<file path="src/rtl/axi_pkg.sv">
// Shared AXI constants and the bridge FSM encoding used by the SRAM-to-AXI bridge.
package axi_pkg;

  localparam logic [1:0] BURST_INCR  = 2'b01;
  localparam logic [7:0] LEN_SINGLE  = 8'd0;
  localparam int         DEF_INST_ID = 0;
  localparam int         DEF_DATA_ID = 1;

  typedef enum logic [2:0] {
    ST_IDLE    = 3'd0,
    ST_RD_ADDR = 3'd1,
    ST_RD_DATA = 3'd2,
    ST_WR_ADDR = 3'd3,
    ST_WR_RESP = 3'd4
  } bridge_state_e;

endpackage

</file>
<file path="src/rtl/sram_axi_strb.sv">
// Byte-lane strobe for a single-beat write from the SRAM-style size and low address bits.
module sram_axi_strb (
  input  logic [1:0] size_i,
  input  logic [1:0] addr_lo_i,
  output logic [3:0] wstrb_o
);

  always_comb begin
    wstrb_o = 4'b1111;
    case (size_i)
      2'd0:    wstrb_o = 4'b0001 << addr_lo_i;
      2'd1:    wstrb_o = addr_lo_i[1] ? 4'b1100 : 4'b0011;
      default: wstrb_o = 4'b1111;
    endcase
  end

endmodule

</file>
<file path="src/rtl/sram_axi_bridge.sv">
// Merges instruction/data SRAM-like ports onto one AXI4 master, one single-beat
// transaction outstanding at a time; data side wins simultaneous requests.
module sram_axi_bridge
  import axi_pkg::*;
#(
  parameter int ID_W    = 4,
  parameter int INST_ID = DEF_INST_ID,
  parameter int DATA_ID = DEF_DATA_ID
) (
  input  logic            clk,
  input  logic            rst,
  // instruction side
  input  logic            inst_req,
  input  logic            inst_wr,
  input  logic [1:0]      inst_size,
  input  logic [31:0]     inst_addr,
  input  logic [31:0]     inst_wdata,
  output logic [31:0]     inst_rdata,
  output logic            inst_addr_ok,
  output logic            inst_data_ok,
  // data side
  input  logic            data_req,
  input  logic            data_wr,
  input  logic [1:0]      data_size,
  input  logic [31:0]     data_addr,
  input  logic [31:0]     data_wdata,
  output logic [31:0]     data_rdata,
  output logic            data_addr_ok,
  output logic            data_data_ok,
  // AR
  output logic [ID_W-1:0] arid,
  output logic [31:0]     araddr,
  output logic [7:0]      arlen,
  output logic [2:0]      arsize,
  output logic [1:0]      arburst,
  output logic            arlock,
  output logic [3:0]      arcache,
  output logic [2:0]      arprot,
  output logic            arvalid,
  input  logic            arready,
  // R
  input  logic [ID_W-1:0] rid,
  input  logic [31:0]     rdata,
  input  logic [1:0]      rresp,
  input  logic            rlast,
  input  logic            rvalid,
  output logic            rready,
  // AW
  output logic [ID_W-1:0] awid,
  output logic [31:0]     awaddr,
  output logic [7:0]      awlen,
  output logic [2:0]      awsize,
  output logic [1:0]      awburst,
  output logic            awlock,
  output logic [3:0]      awcache,
  output logic [2:0]      awprot,
  output logic            awvalid,
  input  logic            awready,
  // W
  output logic [ID_W-1:0] wid,
  output logic [31:0]     wdata,
  output logic [3:0]      wstrb,
  output logic            wlast,
  output logic            wvalid,
  input  logic            wready,
  // B
  input  logic [ID_W-1:0] bid,
  input  logic [1:0]      bresp,
  input  logic            bvalid,
  output logic            bready,
  // debug
  output bridge_state_e   dbg_state_o
);

  localparam logic [ID_W-1:0] INST_ID_L = ID_W'(INST_ID);
  localparam logic [ID_W-1:0] DATA_ID_L = ID_W'(DATA_ID);

  bridge_state_e state_q, state_d;
  logic          src_data_q, src_data_d;
  logic [1:0]    size_q, size_d;
  logic [31:0]   addr_q, addr_d;
  logic [31:0]   wdata_q, wdata_d;
  logic          aw_done_q, aw_done_d;
  logic          w_done_q, w_done_d;
  logic [3:0]    strb;

  // IDs, responses and inst-side write intent carry no information for this bridge.
  logic unused_inputs;
  assign unused_inputs = ^{rid, rresp, rlast, bid, bresp, inst_wr, inst_wdata};

  wire in_idle = (state_q == ST_IDLE);

  assign data_addr_ok = in_idle && data_req;
  assign inst_addr_ok = in_idle && !data_req && inst_req;

  always_comb begin
    state_d    = state_q;
    src_data_d = src_data_q;
    size_d     = size_q;
    addr_d     = addr_q;
    wdata_d    = wdata_q;
    aw_done_d  = aw_done_q;
    w_done_d   = w_done_q;
    case (state_q)
      ST_IDLE: begin
        if (data_req) begin
          src_data_d = 1'b1;
          size_d     = data_size;
          addr_d     = data_addr;
          wdata_d    = data_wdata;
          aw_done_d  = 1'b0;
          w_done_d   = 1'b0;
          state_d    = data_wr ? ST_WR_ADDR : ST_RD_ADDR;
        end else if (inst_req) begin
          src_data_d = 1'b0;
          size_d     = inst_size;
          addr_d     = inst_addr;
          wdata_d    = '0;
          aw_done_d  = 1'b0;
          w_done_d   = 1'b0;
          state_d    = ST_RD_ADDR;
        end
      end
      ST_RD_ADDR: if (arready) state_d = ST_RD_DATA;
      ST_RD_DATA: if (rvalid)  state_d = ST_IDLE;
      ST_WR_ADDR: begin
        // AW and W complete independently, in either order.
        if (awready) aw_done_d = 1'b1;
        if (wready)  w_done_d  = 1'b1;
        if (aw_done_d && w_done_d) state_d = ST_WR_RESP;
      end
      ST_WR_RESP: if (bvalid) state_d = ST_IDLE;
      default:    state_d = ST_IDLE;
    endcase
  end

  always_ff @(posedge clk or posedge rst) begin
    if (rst) begin
      state_q    <= ST_IDLE;
      src_data_q <= 1'b0;
      size_q     <= 2'd0;
      addr_q     <= 32'd0;
      wdata_q    <= 32'd0;
      aw_done_q  <= 1'b0;
      w_done_q   <= 1'b0;
    end else begin
      state_q    <= state_d;
      src_data_q <= src_data_d;
      size_q     <= size_d;
      addr_q     <= addr_d;
      wdata_q    <= wdata_d;
      aw_done_q  <= aw_done_d;
      w_done_q   <= w_done_d;
    end
  end

  sram_axi_strb u_strb (
    .size_i    (size_q),
    .addr_lo_i (addr_q[1:0]),
    .wstrb_o   (strb)
  );

  assign arid    = src_data_q ? DATA_ID_L : INST_ID_L;
  assign araddr  = addr_q;
  assign arlen   = LEN_SINGLE;
  assign arsize  = {1'b0, size_q};
  assign arburst = BURST_INCR;
  assign arlock  = 1'b0;
  assign arcache = 4'd0;
  assign arprot  = 3'd0;
  assign arvalid = (state_q == ST_RD_ADDR);

  assign rready  = (state_q == ST_RD_DATA);

  assign awid    = DATA_ID_L;
  assign awaddr  = addr_q;
  assign awlen   = LEN_SINGLE;
  assign awsize  = {1'b0, size_q};
  assign awburst = BURST_INCR;
  assign awlock  = 1'b0;
  assign awcache = 4'd0;
  assign awprot  = 3'd0;
  assign awvalid = (state_q == ST_WR_ADDR) && !aw_done_q;

  assign wid     = DATA_ID_L;
  assign wdata   = wdata_q;
  assign wstrb   = strb;
  assign wlast   = 1'b1;
  assign wvalid  = (state_q == ST_WR_ADDR) && !w_done_q;

  assign bready  = (state_q == ST_WR_RESP);

  wire rd_done = rready && rvalid;
  wire wr_done = bready && bvalid;

  assign inst_data_ok = rd_done && !src_data_q;
  assign data_data_ok = (rd_done && src_data_q) || wr_done;
  assign inst_rdata   = inst_data_ok ? rdata : 32'd0;
  assign data_rdata   = (rd_done && src_data_q) ? rdata : 32'd0;

  assign dbg_state_o  = state_q;

endmodule

</file>
<file path="config.mk">
export PLATFORM = sky130hd
export DESIGN_NAME = sram_axi_bridge
export DESIGN_NICKNAME = d
export VERILOG_FILES = /design/src/rtl/axi_pkg.sv /design/src/rtl/sram_axi_strb.sv /design/src/rtl/sram_axi_bridge.sv
export SDC_FILE = /design/constraint.sdc
export NUM_CORES = 1
export LEC_CHECK = 0
export CORE_AREA = 2 2 163 165
export CTS_CLUSTER_SIZE = 24
export DETAILED_ROUTE_END_ITERATION = 8
export DIE_AREA = 0 0 165 167
export PLACE_DENSITY = 0.57
export SLEW_MARGIN = 30
export SYNTH_ARGS = -nofsm -noshare
export SYNTH_HDL_FRONTEND = slang
export SYNTH_SLANG_ARGS = --single-unit
</file>
<file path="constraint.sdc">
create_clock -name clk -period 2.46 [get_ports clk]
set_clock_uncertainty 0.05 [all_clocks]
set_input_delay 0.246 -clock clk [delete_from_list [all_inputs] [get_ports clk]]
set_output_delay 0.246 -clock clk [all_outputs]
set_load 0.005 [all_outputs]
</file>
==> impl_metrics.env, run 1 <==
export IMPL_run_status="complete, no violations"
export IMPL_clock_latency_ps=340
export IMPL_wl_met3_mm=1.39
export IMPL_routedLengthMet1_mm=5.81
export IMPL_leakagePower_nw=3.20
export IMPL_cts_buffers=9
export IMPL_pwr_density_cell_nw_per_um2=957
export IMPL_final_cell_area_um2=7820
export IMPL_fin_nets=859
export IMPL_criticalPathCategory="reg -> out"
export IMPL_synth_ff_type="dfrtp_1"
export IMPL_avgSynthCellArea_um2=11.2
export IMPL_grt_pass1_wl_mm=21.5
export IMPL_antenna_cells=0
export IMPL_ys_seq_area_frac=0.413
export IMPL_grt_ovfl_total=0
export IMPL_die_area_um2=27600
export IMPL_finalHoldViolations=0
export IMPL_io_pins=419
export IMPL_cts_root_buffer="clkbuf_16"
export IMPL_crit_required_ps=2160
export IMPL_crit_path_end_kind="output port"
export IMPL_rsz0062_at_grt="false"
export IMPL_synthTopCellsByArea="dfrtp_1 41%, buf_4 15%, mux2_2 10%, and2_1 9.5%, a22o_1 6.4%"
export IMPL_syn_to_final_growth_pct=79.5
export IMPL_synthTopCellsByCount="86 x buf_4, 72 x dfrtp_1, 66 x and2_1, 39 x mux2_2, 32 x a22o_1"
export IMPL_drc=0
export IMPL_synthesis_area_um2=4360
export IMPL_synth_edf_count=0
export IMPL_via_per_inst=3.66
export IMPL_detail_route_wl_per_cell_um=14.4
export IMPL_start_util=0.169
export IMPL_drt_iter0_drc=104
export IMPL_yosysTopAreaCell="dfrtp_1"
export IMPL_drive_gt1_frac=0.124
export IMPL_fmax_ghz=0.432
export IMPL_dp_final_hpwl_mm=11.4
export IMPL_min_period_over_period=0.941
export IMPL_dr_pass1_iters=4
export IMPL_gp_congestion=0.719
export IMPL_synth_most_common_cell="buf_4"
export IMPL_grt_usage=0.103
export IMPL_antenna_left=0
export IMPL_tritoncts="built"
export IMPL_ys_types=34
export IMPL_start_kind="flip-flop"
export IMPL_synthArstFlopShare=1.00
export IMPL_wl_mm=14.6
export IMPL_ir_drop_v=0.000384
export IMPL_cts_sinks=72
export IMPL_die_h_um=167
export IMPL_wl_met2_mm=7.25
export IMPL_max_cap_violations=0
export IMPL_min_path_type="in -> async"
export IMPL_vias=3703
export IMPL_min_period_ps=2320
export IMPL_design_core_area_um2=25800
export IMPL_synthCells=388
export IMPL_setup_tns_ps=0
export IMPL_finalSetupViolations=0
export IMPL_antenna_found_initial=0
export IMPL_portBuffers=322
export IMPL_path_clk_slew_ps=70
export IMPL_critical_path_arrival_ps=2020
export IMPL_grt_max_degree=37
export IMPL_synth_top_area_frac=0.413
export IMPL_yosys_warnings=0
export IMPL_critPathMaxFanout=33
export IMPL_h_tree_depth=3
export IMPL_grt_pass1_vias=3756
export IMPL_drv_slew=0
export IMPL_topRoutingLayerUsed="met4"
export IMPL_die_w_um=165
export IMPL_fp_row_count=59
export IMPL_placed_area_um2=7540
export IMPL_clk_path_buf_depth=2
export IMPL_synth_seq_cells=72
[path summary, 6_finish.rpt]
| kind | startpoint | to | slack [ps] | cells after the start |
|---|---|---|---|---|
| setup / recovery | dbg_state_o[1] | data_rdata[25] | 140 | 5 |
| hold / removal | rst | araddr[6] | 190 | 3 |
| setup reg to reg | dbg_state_o[2] | araddr[15] | 640 | 4 |
| hold reg to reg | wdata[13] | wdata[13] | 450 | 1 |
| max in group asynchronous | rst | dbg_state_o[1] | 1680 | 3 |
| min in group clk | data_req | dbg_state_o[0] | 330 | 3 |
[sequential cells by signal (all words and copies together), names as in the netlist]
name	flops
araddr	32
aw_done_q	1
dbg_state_o	3
size_q	2
src_data_q	1
w_done_q	1
wdata	32
[where the power goes]
part | internal (mW) | switching [mW] | leakage (nW)
Combinational | 2.69 | 1.32 | 2.19
Sequential | 1.74 | 0.440 | 0.883
Clock | 0.702 | 0.591 | 0.131
Total | 5.13 | 2.35 | 3.20
[logic make-up after synthesis]
group	share of synthesized area
AND/OR/NAND/NOR	0.130
flip-flops	0.413
other	0.00172
AO/OA/AOI/OAI	0.0847
multiplexers	0.186
buffers and inverters	0.184
[placed cells by master, fill, tap and decap left out]
master / count
clkdlybuf4s50_1: 321
dfrtp_1: 70
and2_1: 66
conb_1: 50
mux2_2: 39
a22o_1: 32
mux2_1: 20
clkbuf_16: 9
mux2_4: 7
nor2_1: 7
buf_4: 6
buf_12: 5
o21bai_1: 4
a21oi_1: 3
nor3b_1: 3
clkinvlp_4: 3
inv_6: 3
a21o_1: 2
nand2b_1: 2
o21ai_0: 2
inv_1: 2
nor2b_1: 2
mux2i_1: 2
dfrtp_2: 2
nor3_4: 1
o21a_2: 1
and3b_1: 1
o21ai_2: 1
nand2_1: 1
nand3b_1: 1
o22ai_1: 1
mux4_2: 1
nand3b_4: 1
nor3b_2: 1
nor3_2: 1
clkinv_2: 1
inv_8: 1
buf_2: 1
[worst max-delay path: stages (launching register included)]
cell and delay, ps:
dfrtp_2 470, nand3b_4 100, nor3b_2 240, buf_12 210, and2_1 140, clkdlybuf4s50_1 510
[layout make-up]
type / count / area, um^2
Inverter: 3 / 12.5
Multi-Input combinational cell: 252 / 1940
Fill cell: 2672 / 17900
Clock inverter: 7 / 60.1
Sequential cell: 72 / 1800
Tap cell: 335 / 419
Timing Repair Buffer: 333 / 3360
Clock buffer: 9 / 225
[per-stage QoR]
stage               setup WS [ps]  power (mW)  cells   util  hold WS, ps
global placement              183        6.27    995  0.293          440
global route                 23.5        8.07   1011  0.304          191
floorplan                     339        4.08    436      -          329
CTS                          33.8        7.69   1011  0.304          182
detailed placement            151        6.30    995  0.293          440
finish                        145        7.48   1011  0.304          187
[timing repair]
item / 4_1_cts / 5_1_grt
resized for setup: 1 / 1
setup buffers: 0 / 0
setup endpoints to repair: 6 / 5
hold buffers: 0 / 0
[metal layers]
metal / vias to the layer above / track usage
li1: 1752 / -
met1: 1716 / 0.120
met2: 227 / 0.180
met3: 8 / 0.0321
met4: 0 / 0.0284
met5: - / 0
No activity file was read; power rests on OpenSTA's default activity.
==> run 2: changes to the inputs <==
Settings changed: CTS_BUF_LIST from default to sky130_fd_sc_hd__clkbuf_4 sky130_fd_sc_hd__clkbuf_8, TNS_END_PERCENT from default to 30.
==> impl_metrics.env, run 2 (synthesis gave the netlist of run 1 again) <==
export IMPL_grt_pass1_wl_mm=21.5
export IMPL_cpPeakStageDelay_ps=510
export IMPL_detail_route_wl_per_cell_um=14.4
export IMPL_finalNonFillerCells=1012
export IMPL_cp_num_buf_inv=2
export IMPL_drt_iter0_drc=106
export IMPL_drive_gt1_frac=0.126
export IMPL_fp_row_count=59
export IMPL_crit_path_end_kind="output port"
export IMPL_criticalPathCategory="reg -> out"
export IMPL_ir_drop_v=0.000376
export IMPL_cpMaxStageDelayCell="dfrtp_2"
export IMPL_cp_depth=4
export IMPL_dp_cells=995
export IMPL_fin_nets=860
export IMPL_setup_tns_ps=0
export IMPL_vias=3707
export IMPL_min_period_over_period=0.942
export IMPL_antenna_cells=0
export IMPL_crit_end="data_rdata[25]"
export IMPL_timing_rr_end="araddr[15]"
export IMPL_run_status="complete, no violations"
export IMPL_cts_hold_buf=0
export IMPL_p_sw_frac=0.325
export IMPL_clkPwrFrac=0.131
export IMPL_die_area_um2=27600
export IMPL_min_period_ps=2320
export IMPL_cts_buffers=9
export IMPL_leakagePower_nw=3.16
export IMPL_dr_pass1_iters=4
export IMPL_p_sw_mw=2.32
export IMPL_layout_commonest_cell="clkdlybuf4s50_1"
export IMPL_antenna_left=0
export IMPL_crit_required_ps=2160
export IMPL_multiInputGateArea_um2=1940
export IMPL_critPathMaxFanout=33
export IMPL_syn_to_final_growth_pct=77.4
export IMPL_fmax_ghz=0.432
export IMPL_portBuffers=322
export IMPL_r2r_cells=5
export IMPL_cts_sinks=72
export IMPL_start_util=0.169
export IMPL_drc=0
export IMPL_die_h_um=167
export IMPL_grt_max_degree=37
export IMPL_tritoncts="built"
export IMPL_sequentialPowerShare=0.304
export IMPL_die_w_um=165
export IMPL_grt_ovfl_total=0
export IMPL_internal_power_mw=4.82
export IMPL_path_clk_slew_ps=90
export IMPL_clk_path_buf_depth=2
export IMPL_antenna_found_initial=0
export IMPL_final_cell_mix="321 x clkdlybuf4s50_1, 70 x dfrtp_1, 66 x and2_1, 50 x conb_1, 39 x mux2_2"
export IMPL_finalSetupViolations=0
export IMPL_pwr_density_cell_nw_per_um2=923
export IMPL_cts_root_buffer="clkbuf_8"
export IMPL_combPwrFrac=0.565
export IMPL_rrSetupSlack_ps=570
export IMPL_io_pins=419
export IMPL_critical_path_arrival_ps=2020
export IMPL_r2r_start="dbg_state_o[1]"
export IMPL_max_cap_violations=0
export IMPL_via_per_inst=3.66
export IMPL_drv_slew=0
export IMPL_h_tree_depth=3
export IMPL_finalHoldViolations=0
export IMPL_wl_mm=14.6
export IMPL_grt_usage=0.103
export IMPL_start_kind="flip-flop"
export IMPL_dp_final_hpwl_mm=11.4
export IMPL_crit_family="buffers and inverters"
export IMPL_min_path_type="in -> async"
export IMPL_design_core_area_um2=25800
export IMPL_clock_latency_ps=360
export IMPL_gp_congestion=0.719
export IMPL_rsz0062_at_grt="false"
export IMPL_regArea_um2=1800
export IMPL_path_cells="nor3b_2, buf_12, and2_1, clkdlybuf4s50_1"
export IMPL_fill_cells=2681
export IMPL_grt_pass1_vias=3749
export IMPL_cp_startpoint="dbg_state_o[2]"
## run 2: worst min-delay path by stage
| stage | startpoint | to | slack (ps) | depth (start not counted) |
|---|---|---|---|---|
| 6_report | rst | araddr[6] | 160 | 3 |
| 5_1_grt | rst | araddr[6] | 140 | 3 |
| 4_1_cts | rst | araddr[6] | 140 | 3 |
| 3_5_place_dp | wdata[7] | wdata[7] | 440 | 1 |
| 3_3_place_gp | wdata[4] | wdata[4] | 440 | 1 |
| 2_1_floorplan | data_wdata[0] | wdata[0] | 330 | 1 |
## run 2: area by class of cell
cell class / count / area share
Clock inverter: 7 / 0.00777
Timing Repair Buffer: 334 / 0.436
Tap cell: 335 / 0.0542
Sequential cell: 72 / 0.233
Inverter: 3 / 0.00162
Clock buffer: 9 / 0.0160
Multi-Input combinational cell: 252 / 0.251
## run 2: worst register-to-register path: cells and delay by family, from the launching register on
family                 cells  cell delay, ps
AO/OA/AOI/OAI              1             200
buffers and inverters      2             410
multiplexers               1             420
flip-flops                 1             470
AND/OR/NAND/NOR            1             210
## run 2: repair_timing
item | CTS | global route
setup buffers | 0 | 1
resized for setup | 2 | 0
endpoints found under the setup margin | 40 | 6
cloned | 0 | 0
## run 2: layer usage
layer	global-route usage	wire (um)
met5	0	0
met2	0.179	7250
met3	0.0321	1390
met1	0.120	5790
met4	0.0284	162
## run 2: power groups by stage
| stage | clock network [mW] | logic (mW) | registers [mW] |
|---|---|---|---|
| after floorplan | 0 | 1.95 | 2.13 |
| after global placement | 0 | 4.07 | 2.19 |
| after detailed placement | 0 | 4.10 | 2.20 |
| after CTS | 1.03 | 4.11 | 2.19 |
| after global routing | 1.07 | 4.39 | 2.26 |
| final | 0.935 | 4.03 | 2.17 |
## run 2: stage by stage
step | power (mW) | util | cell area, um^2 | hold slack (ps) | setup WS, ps
after floorplan | 4.08 | - | 4540 | 329 | 339
after global routing | 7.71 | 0.300 | 7730 | 144 | 19.7
after detailed placement | 6.30 | 0.293 | 7540 | 440 | 151
after CTS | 7.32 | 0.300 | 7720 | 137 | 36.1
after global placement | 6.27 | 0.293 | 7540 | 440 | 183
final | 7.13 | 0.300 | 7730 | 158 | 144
